### src/rtl/egk_debinarizer.sv
// Serial Kth-order Exp-Golomb de-binarizer: unary prefix, terminating 0, k-bit suffix, MSB first.
// Optional macro EGK_DEBIN_SIGNED_EN adds a trailing sign bin for nonzero magnitudes.
module egk_debinarizer #(
  parameter int VAL_BITS = 16,
  parameter int LEN_BITS = 6
) (
  input  logic                clk,
  input  logic                rst_n,
  input  logic                start,
  input  logic [3:0]          K,
  input  logic                flush,
  input  logic                bin_valid,
  input  logic                bin,
  output logic                bin_ready,
  output logic                val_valid,
  input  logic                val_ready,
  output logic [VAL_BITS-1:0] value,
  output logic [LEN_BITS-1:0] bin_len,
  output logic                err,
  output logic                busy
);
  // k can grow from K=15 up to VAL_BITS before a prefix overflow is flagged
  localparam int KW = $clog2(VAL_BITS + 17);
  localparam logic [KW-1:0] K_LIMIT = KW'(VAL_BITS);

`ifdef EGK_DEBIN_SIGNED_EN
  typedef enum logic [2:0] {IDLE, PREFIX, SUFFIX, SIGN, DONE} state_t;
  localparam state_t TAIL = SIGN;
  localparam logic [VAL_BITS-1:0] HALF = {1'b1, {(VAL_BITS-1){1'b0}}};
`else
  typedef enum logic [2:0] {IDLE, PREFIX, SUFFIX, DONE} state_t;
  localparam state_t TAIL = DONE;
`endif

  state_t state, state_nx;
  logic [KW-1:0] k, k_nx, cnt, cnt_nx;
  logic [VAL_BITS-1:0] acc, acc_nx, suff, suff_nx, val_q, val_nx, suff_sh;
  logic [LEN_BITS-1:0] len, len_nx;
  logic ovf, ovf_nx, err_q, err_nx;
  logic accept, sfx_err;
  logic [VAL_BITS:0] pow, psum, fsum;

`ifdef EGK_DEBIN_SIGNED_EN
  assign bin_ready = (state == PREFIX) || (state == SUFFIX) || (state == SIGN);
`else
  assign bin_ready = (state == PREFIX) || (state == SUFFIX);
`endif

  assign accept    = bin_valid && bin_ready;
  assign val_valid = (state == DONE);
  assign busy      = (state != IDLE);
  assign value     = val_q;
  assign bin_len   = len;
  assign err       = err_q;

  assign pow     = {{VAL_BITS{1'b0}}, 1'b1} << k;
  assign psum    = {1'b0, acc} + pow;
  assign suff_sh = {suff[VAL_BITS-2:0], bin};
  assign fsum    = {1'b0, acc} + {1'b0, suff_sh};
  // Any suffix bit shifted past the value width, or a carry on the final add, is an overflow
  assign sfx_err = ovf | suff[VAL_BITS-1] | fsum[VAL_BITS];

  always_comb begin
    state_nx = state;
    k_nx     = k;
    cnt_nx   = cnt;
    acc_nx   = acc;
    suff_nx  = suff;
    ovf_nx   = ovf;
    len_nx   = len;
    val_nx   = val_q;
    err_nx   = err_q;
    case (state)
      IDLE: begin
        if (start) begin
          state_nx = PREFIX;
          k_nx     = {{(KW-4){1'b0}}, K};
          cnt_nx   = '0;
          acc_nx   = '0;
          suff_nx  = '0;
          ovf_nx   = 1'b0;
          len_nx   = '0;
          err_nx   = 1'b0;
        end
      end
      PREFIX: begin
        if (accept) begin
          len_nx = len + LEN_BITS'(1);
          if (bin) begin
            val_nx = psum[VAL_BITS-1:0];
            if ((k >= K_LIMIT) || psum[VAL_BITS]) begin
              err_nx   = 1'b1;
              state_nx = DONE;
            end else begin
              acc_nx = psum[VAL_BITS-1:0];
              k_nx   = k + KW'(1);
            end
          end else if (k == '0) begin
            val_nx   = acc;
            state_nx = (acc != '0) ? TAIL : DONE;
          end else begin
            cnt_nx   = k;
            state_nx = SUFFIX;
          end
        end
      end
      SUFFIX: begin
        if (accept) begin
          len_nx  = len + LEN_BITS'(1);
          suff_nx = suff_sh;
          ovf_nx  = ovf | suff[VAL_BITS-1];
          cnt_nx  = cnt - KW'(1);
          if (cnt == KW'(1)) begin
            val_nx   = fsum[VAL_BITS-1:0];
            err_nx   = sfx_err;
            state_nx = (!sfx_err && (fsum[VAL_BITS-1:0] != '0)) ? TAIL : DONE;
          end
        end
      end
`ifdef EGK_DEBIN_SIGNED_EN
      SIGN: begin
        if (accept) begin
          len_nx   = len + LEN_BITS'(1);
          state_nx = DONE;
          if (bin) begin
            val_nx = -val_q;
            err_nx = (val_q > HALF);
          end
        end
      end
`endif
      DONE: begin
        if (val_ready) begin
          state_nx = IDLE;
          err_nx   = 1'b0;
        end
      end
      default: state_nx = IDLE;
    endcase
    // Abort wins over any handshake in the same cycle
    if (flush && (state != IDLE)) begin
      state_nx = IDLE;
      err_nx   = 1'b0;
    end
  end

  always_ff @(posedge clk or negedge rst_n) begin
    if (!rst_n) begin
      state <= IDLE;
      k     <= '0;
      cnt   <= '0;
      acc   <= '0;
      suff  <= '0;
      ovf   <= 1'b0;
      len   <= '0;
      val_q <= '0;
      err_q <= 1'b0;
    end else begin
      state <= state_nx;
      k     <= k_nx;
      cnt   <= cnt_nx;
      acc   <= acc_nx;
      suff  <= suff_nx;
      ovf   <= ovf_nx;
      len   <= len_nx;
      val_q <= val_nx;
      err_q <= err_nx;
    end
  end

endmodule
### config.mk
export PLATFORM = sky130hd
export DESIGN_NAME = egk_debinarizer
export DESIGN_NICKNAME = d
export VERILOG_FILES = /design/src/rtl/egk_debinarizer.sv
export SDC_FILE = /design/constraint.sdc
export NUM_CORES = 1
export LEC_CHECK = 0
export BUFFER_PORTS_ARGS = -buffer_cell sky130_fd_sc_hd__buf_4
export CORE_MARGIN = 3
export CORE_UTILIZATION = 48
export DETAILED_ROUTE_END_ITERATION = 16
export PLACE_DENSITY_LB_ADDON = 0.2
export REMOVE_ABC_BUFFERS = 1
export SLEW_MARGIN = 20
export SYNTH_ARGS = -nofsm -noshare
export SYNTH_HDL_FRONTEND = slang
export SYNTH_SLANG_ARGS = --single-unit
### constraint.sdc
create_clock -name clk -period 4.9 [get_ports clk]
set_clock_uncertainty 0.05 [all_clocks]
set_input_delay 0 -clock clk [delete_from_list [all_inputs] [get_ports clk]]
set_output_delay 0 -clock clk [all_outputs]
set_load 0.03 [all_outputs]
# --- After elaboration in Yosys (flattened, before gate mapping) ---
# Cells that the tools add are included.
totals:
  latch_bits: 0
  rom_bits: 0
  memories: 0
  out_inout_bits: 26
  register_bits: 71
  mem_bits_rw: 0
  inputBits: 11
classes:
  addsub: 5
  shifts: 1
  reduce_logical: 21
  mul: 0
  div_mod_pow: 0
  bitwise_logic: 2
  n_eq_ne: 22
  order_cmp: 1
  mux: 47
ops:
  columns: ["operator", "count"]
  rows:
  - ["two-way mux 16 bit", 10]
  - ["one-hot mux 16 bit (2 select lines)", 3]
  - ["two-way mux 6 bit", 10]
  - ["two-way mux 3 bit", 8]
  - ["one-hot mux 6 bit (2 select lines)", 2]
  - ["one-hot mux 6 bit (3 select lines)", 1]
  - ["adder 16 x 16 -> 17 bit", 1]
  - ["adder 16 x 17 -> 17 bit", 1]
  - ["left shift 1 x 6 -> 17 bit (first input constant)", 1]
  - ["!= test 2 bit (second input constant)", 7]
  - ["adder 6 x 1 -> 6 bit (second input constant)", 2]
  - ["!= test 3 x 2 -> 1 bit (second input constant)", 4]
  - ["one-hot mux 3 bit (4 select lines)", 1]
  - ["AND reduction 6 bit", 2]
  - ["two-way mux 1 bit", 10]
  - ["AND reduction 5 bit", 2]
  - ["!= test 3 x 1 -> 1 bit (second input constant)", 3]
  - ["AND reduction 8 bit", 1]
  - ["nonzero test 2 bit", 4]
  - ["== test 3 x 2 -> 1 bit (second input constant)", 2]
  - ["== test 6 x 1 -> 1 bit (second input constant)", 1]
  - [">= comparator 6 x 5 -> 1 bit (second input constant)", 1]
  - ["zero test 6 bit", 1]
  - ["AND reduction 3 bit", 2]
  - ["other kinds (14)", 19]

# --- Depth between registers and ports, before layout ---
# Gate-level depths: netlist of run 1.
depth:
  depth_word: 8
  depth_mapped: 14
  depth_no_buf: 12

# --- Worst setup path after synthesis of run 1 ---
# OpenSTA, ideal clock, no wires.
synth_timing:
  path_kind: "reg-to-reg"
  from: "register k[3]"
  to: "register acc[0]"
  stages_incl_launch_ff: 15
  required_ns: 4.724
  path_slack_ns: 1.956
  arrival_ns: 2.768
  path_cell_list: "dfrtp_1 -> buf_6 -> nor4_4 -> and2_1 -> ha_1 -> inv_1 -> fa_1 -> nor2b_1 -> o31a_1 -> o2111ai_2 -> nand3_2 -> and2_1 -> buf_2 -> buf_6 -> o21ai_0"
synth_between:
  elab_chain_cells: 6
  word_cells_on_any_way: 10
synth_lines:
  columns: ["item", "line_no", "text"]
  rows:
  - ["start: declaration", "36", "logic [KW-1:0] k, k_nx, cnt, cnt_nx;"]
  - ["start signal: assignment", "160", "k <= k_nx;"]
  - ["left shift 1 x 6 -> 17 bit", "56", "assign pow = {{VAL_BITS{1'b0}}, 1'b1} << k;"]
  - ["adder 16 x 17 -> 17 bit", "57", "assign psum = {1'b0, acc} + pow;"]
  - ["two-way mux 16 bit", "91", "if ((k >= K_LIMIT) || psum[VAL_BITS]) begin"]
  - ["two-way mux 16 bit", "89", "if (bin) begin"]
  - ["two-way mux 16 bit", "87", "if (accept) begin"]
  - ["one-hot mux 16 bit (2 select lines)", "73", "case (state)"]
  - ["end signal: assignment", "162", "acc <= acc_nx;"]
  - ["end: declaration", "37", "logic [VAL_BITS-1:0] acc, acc_nx, suff, suff_nx, val_q, val_nx, suff_sh;"]
# Parallel ways exist; a longest one is shown, timed or not. The select of a mux whose other input is x is not followed.
# A chain may end at the register's enable or synchronous reset.

# --- Worst setup path after layout of run 1 ---
layout_timing:
  from: "register k[4]"
  to: "register acc[2]"
# Same word-level chain as after synthesis.

==> impl_results.md, run 1 <==
* FFs w/ async S/R, synth at 100%
* Post-route ant nets at 0
* Clk_lat worst skew at 0.34 ns
* Wire length of the first global-routing pass at ~26000 µm
* RSZ-0062 raised after global routing: no
* Total CTS buffers at 9
* DIE WIDTH at 113 µm
* Post-Syn Area per Cell at 8.39 µm²
* CP peak stage delay at 0.58 ns
* Largest cells by area after synthesis: dfrtp_1, ha_1, nand2_1
* N_diodes at 0
* Vias per Instance at 6.20
* Die Height at between 100 and 150 µm
* Yosys reg bits at 70
* H-tree levels at 3
* Crit path kind: reg2reg
* Layout cell share with drive strength beyond 1 at 10.2%
* Top-count cell post-synth: nand2_1
* Initial antenna violation count at 0
* Fill count at 1019
* Crit path max fanout at 15
* Pwr/cell area at between 500 and 600 nW/µm²
* Leakage at 2.94 nW
* Routed WL at 15600 µm
* GRT overflow at 0
* Clock tree buffer depth at 2
* CP Capture Type: register
* Number of global-route vias before repair at roughly 5100
* Max-cap check violation count at 0
* Design area at 6210 µm²
* Final Hold Fails at 0
* Fin crit share at 76.6%
* Slowest CP cell: and2_1
* Post-synth top area share at 31.7%
* Pin count of the biggest net entering global routing at 71
* I/O Buffers at 36
* Total power at 3.38 mW
* Critical-path cell list: nor4_4, and2_1, ha_1, inv_1, fa_1, nor2b_1, o31a_1, o2111ai_2, nand3_2, and2_1, o21ai_0
* Clock power share at 19.1%
* Crit path DAT at 3.90 ns
* Mapped cell area at 5520 µm²
* Worst-case vdd ir drop at 388 µV
* Combinational share of power at a little under three fifths
* Yosys Warn Count at 0
* P&R area growth vs syn at 12.5%
* Die Area at 12800 µm²
* CTS Root Cell: clkbuf_16
* Largest area contributor in the netlist: dfrtp_1
* Worst setup SP type: register
* Drt drc at 0
* Worst endpoint required time at about 5.0 ns
* Switching Share at 47.7%
* GR Util All Layers at 25.5%
* Final #Nets at 743
* Min Tclk post-route at 3.75 ns
* Peak Freq at 0.267 GHz
* Cell variety after synth at 71
* Placeable Area at around 11000 µm²
* Worst-path clk slew at 0.06 ns
* Vias at around 5100
* Global placement routability congestion at 0.901
* Starting density of the core at approximately half
* Outcome: complete, no violations
* Drt wl/cell at 18.8 µm
* Placed instance area at 5850 µm²
* Dpl hpwl at roughly 11000 µm
* Slew Limit Fails at 0
* Post-synth EDFFs at 0
* CTS tree: built
* TNS Setup at 0 ns
* Pre-CTS WS at 1.23 ns
* NetSw at 1.61 mW
* DRT Pass-1 Iters at 5
* Crit path top cell by count: and2_1
* Worst rel slew slack at 34.3%
* Int Power at 1.77 mW
* Hold Path Class: in2reg
* # rows at 38
* Part of the power in registers at between 20% and 30%
* Seq/Total Area, Yosys at 31.7%
* # IOs at 37
* Worst setup margin at 1.15 ns
* Most used DFF post-synth: dfrtp_1
* Setup violators final at 0
* Actual slew at the worst max-slew pin at 0.982 ns
* Initial DRC Count at 346
* TritonCTS Sinks at 70
* Commonest cells post-synth: nand2_1, dfrtp_1, o21ai_0
* Syn Inst Count at 658
* WHS at 0.0752 ns
-- kinds of logic (layout without fill, tap and decap cells) --
group	Yosys count	in the layout	share of synthesized area, %
mux	19	19	3.54
compound gates	186	186	23.0
simple gates	261	261	23.5
xor+xnor	20	20	3.17
flops	70	70	31.7
fa+ha+maj	47	47	10.9
buf+inv	55	86	4.19
-- cell usage in the layout, fill, tap and decap left out, types with 14 or more instances in the layout --
master	instances
nand2_1	81
nand2b_1	14
dfrtp_1	70
nor2_1	40
nor3_1	22
buf_4	39
inv_1	25
nand3_1	44
a21oi_1	35
and2_1	16
ha_1	45
o21ai_0	48
mux2i_1	15
-- registers in the layout, summed over array words and instances, names as in the netlist --
register	count
cnt	6
k	6
bin_len	6
suff	16
value	16
ovf	1
state	2
err	1
acc	16
-- through the flow --
stage	utilization (%)	cells
after floorplan	-	628
after global placement	53.0	807
after detailed placement	53.0	807
after CTS	56.3	829
after global routing	56.3	829
final	56.3	829
-- critical path: cells and delay by family (launching register included) --
| kind | cells | cell delay, ns |
|---|---|---|
| simple gates | 5 | 1.65 |
| compound gates | 3 | 0.75 |
| fa+ha+maj | 2 | 0.59 |
| flops | 1 | 0.49 |
| buf+inv | 1 | 0.06 |
-- metal layers --
| layer | wire length (µm) | vias to the layer above | part of all wire [%] | global-route usage (%) |
|---|---|---|---|---|
| li1 | - | 2475 | - | - |
| met1 | 7070 | 2491 | 45 | 33.3 |
| met2 | 7240 | 132 | 46 | 41.4 |
| met3 | 741 | 42 | 4.7 | 3.58 |
| met4 | 568 | 0 | 3.6 | 13.0 |
| met5 | 0 | - | 0 | 0 |
-- layout make-up --
| class | count | area [µm²] | area share [%] |
|---|---|---|---|
| Clock buffer | 15 | 288 | 4.64 |
| Sequential cell | 70 | 1750 | 28.2 |
| Multi-Input combinational cell | 533 | 3540 | 57.0 |
| Tap cell | 140 | 175 | 2.82 |
| Inverter | 25 | 93.8 | 1.51 |
| Timing Repair Buffer | 46 | 363 | 5.84 |
-- power by group through the flow --
stage	Combinational (mW)	Clock [mW]	Sequential [mW]
after global placement	1.81	0	0.874
after CTS	1.86	0.656	0.870
after floorplan	1.15	0	0.971
final	1.86	0.646	0.872
after global routing	2.05	0.690	0.892
after detailed placement	1.84	0	0.879
-- timing repair --
action                                 CTS  global route
setup endpoints to repair                0             0
gates resized for setup                  0             0
hold buffers                             7             0
buffers inserted                         0             0
endpoints found under the hold margin   78             0
-- final timing paths --
| kind | cells past startpoint | from | slack (ns) | to |
|---|---|---|---|---|
| worst max-delay path | 11 | k[4] | 1.15 | acc[2] |
| worst min-delay path | 3 | bin | 0.08 | suff[0] |
| worst max register to register | 11 | k[4] | 1.15 | acc[2] |
| worst min register to register | 2 | value[0] | 0.44 | value[0] |
| max in group asynchronous | 2 | rst_n | 3.86 | k[1] |
| min in group asynchronous | 2 | rst_n | 0.28 | bin_len[5] |
Note: power is estimated with default switching activity, not from simulation.
==> run 2: changes to the inputs <==
==> constraint.sdc (replaced) <==
create_clock -name clk -period 3.4 [get_ports clk]
set_clock_uncertainty 0.05 [all_clocks]
set_input_delay 0 -clock clk [delete_from_list [all_inputs] [get_ports clk]]
set_output_delay 0 -clock clk [all_outputs]
set_load 0.03 [all_outputs]
==> impl_results.md, run 2 (synthesis results as in run 1) <==
* RSZ-0062 raised after global routing: yes
* Drt drc at 0
* Dpl hpwl at 11500 µm
* CTS tree: built
* Global placement routability congestion at about 0.9
* Hold Startpoint: start
* Peak Freq at approximately 0.31 GHz
* Fill count at 984
* Clk_lat worst skew at about 0.35 ns
* Die Height at ~110 µm
* Slew Limit Fails at 0
* Buf/Inv on CP at 2
* Worst reg2reg endpoint: acc[3]
* Die Area at 12800 µm²
* Min Tclk post-route at around 3.2 ns
* Critical-path cell list: nor4_4, and2_1, ha_1, inv_1, fa_1, nor2b_1, o31a_1, o2111ai_2, nand3_2, and2_2, buf_12, mux2i_1
* # IOs at 37
* GRT overflow at 0
* Vias at between 5000 and 6000
* DIE WIDTH at ~110 µm
* Setup violators final at 0
* Routed WL at 15600 µm
* DRT Pass-1 Iters at 5
* Fin crit share at 94.1%
* Leakage at 3.01 nW
* Worst-path clk slew at 0.06 ns
* Worst r2r src: k[4]
* Worst setup SP type: register
* Most frequent cells in the layout: nand2_1, dfrtp_1, buf_4, o21ai_0, ha_1
* Wire length of the first global-routing pass at 25700 µm
* Crit path kind: reg2reg
* Slowest CP cell: dfrtp_1
* Post-route ant nets at 0
* H-tree levels at 3
* Max-cap check violation count at 0
* Worst-case vdd ir drop at 596 µV
* CP delay by family, top: simple AND/OR/NAND/NOR gates
* Placeable Area at 11000 µm²
* CP Capture Type: register
* Final #Nets at 756
* Drt wl/cell at ~19 µm
* WHS at 0.0537 ns
* # rows at 38
* Pre-CTS WS at 0.114 ns
* R2R Setup Slk at 0.20 ns
* Worst setup margin at between 0.15 and 0.2 ns
* Pin count of the biggest net entering global routing at 71
* GR Util All Layers at 25.4%
* Crit path to: acc[3]
* Crit path max fanout at 11
* P&R area growth vs syn at 14.4%
* CTS Root Cell: clkbuf_16
* Final Hold Fails at 0
* Number of global-route vias before repair at 5071
* Worst rel slew slack at between 30 and 40%
* Hold Path Class: in2reg
* Outcome: complete, no violations
* I/O Buffers at 36
* Starting density of the core at 50.0%
* FF-to-FF path depth at 12
* Crit path DAT at 3.41 ns
* Total power at 4.96 mW
* TritonCTS Sinks at 70
* Pwr/cell area at between 700 and 800 nW/µm²
* Most common cell after layout, fill and taps aside: nand2_1
* CP peak stage delay at 0.48 ns
* Layout cell share with drive strength beyond 1 at 12.4%
* Initial antenna violation count at 0
* Initial DRC Count at 413
* Worst setup path start: k[4]
* Vias per Instance at 6.14
* Worst endpoint required time at 3.61 ns
* N_diodes at 0
* Actual slew at the worst max-slew pin at 1.04 ns
* Clock tree buffer depth at 2
* Crit path depth at 12
* Total CTS buffers at 9
## run 2: changes by cell type in the layout (fill, tap and decap cells not counted), moves of 2 or more
cell,change
clkbuf_8,-2
clkinv_2,+2
and2_1,-2
buf_4,+12
and2_2,+2
## run 2: what timing repair did
action	4_1_cts	5_1_grt
setup endpoints to repair	0	15
buffers inserted	0	0
hold buffers	7	0
gates resized for setup	0	3
endpoints found under the hold margin	76	0
## run 2: worst min path at each step
stage,cells past startpoint,slack (ns),to
after floorplan,0,-0.35,acc[0]
after global placement,1,0.14,bin_len[5]
after detailed placement,1,0.15,bin_len[5]
after CTS,4,0.04,bin_len[0]
after global routing,4,0.07,bin_len[0]
final,4,0.05,bin_len[0]
## run 2: worst reg2reg max path, cell delays in order (launching register included)
cell       delay [ns]
dfrtp_1          0.48
nor4_4           0.36
and2_1           0.22
ha_1             0.20
inv_1            0.06
fa_1             0.40
nor2b_1          0.16
o31a_1           0.19
o2111ai_2        0.26
nand3_2          0.18
and2_2           0.23
buf_12           0.15
mux2i_1          0.19
## run 2: metrics by stage
stage	instances	util, %	TNS [ns]	cell area [µm²]
after floorplan	628	-	0	5380
final	843	57.3	0	6320
after detailed placement	820	54.0	0	5960
after global placement	820	54.0	0	5960
after CTS	843	57.2	0	6310
after global routing	843	57.3	-0.0299	6320
## run 2: report_power, final
| part | switching, mW | total, mW | internal (mW) |
|---|---|---|---|
| Combinational | 1.79 | 2.81 | 1.02 |
| Sequential | 0.209 | 1.25 | 1.04 |
| Clock | 0.366 | 0.899 | 0.533 |
| Total | 2.37 | 4.96 | 2.59 |
## run 2: area by class of cell
cell class / instances / area [µm²] / area share (%)
Multi-Input combinational cell: 533 / 3540 / 56.1
Sequential cell: 70 / 1750 / 27.7
Timing Repair Buffer: 59 / 473 / 7.49
Clock buffer: 13 / 260 / 4.12
Tap cell: 140 / 175 / 2.77
Inverter: 25 / 93.8 / 1.49
Clock inverter: 3 / 18.8 / 0.297
## run 2: routing by layer
layer | vias up | track usage, % | part of all wire (%)
met5 | - | 0 | 0
met4 | 0 | 13.1 | 3.8
met3 | 38 | 4.55 | 4.5
met2 | 136 | 41.1 | 47
met1 | 2507 | 32.5 | 45
li1 | 2497 | - | -
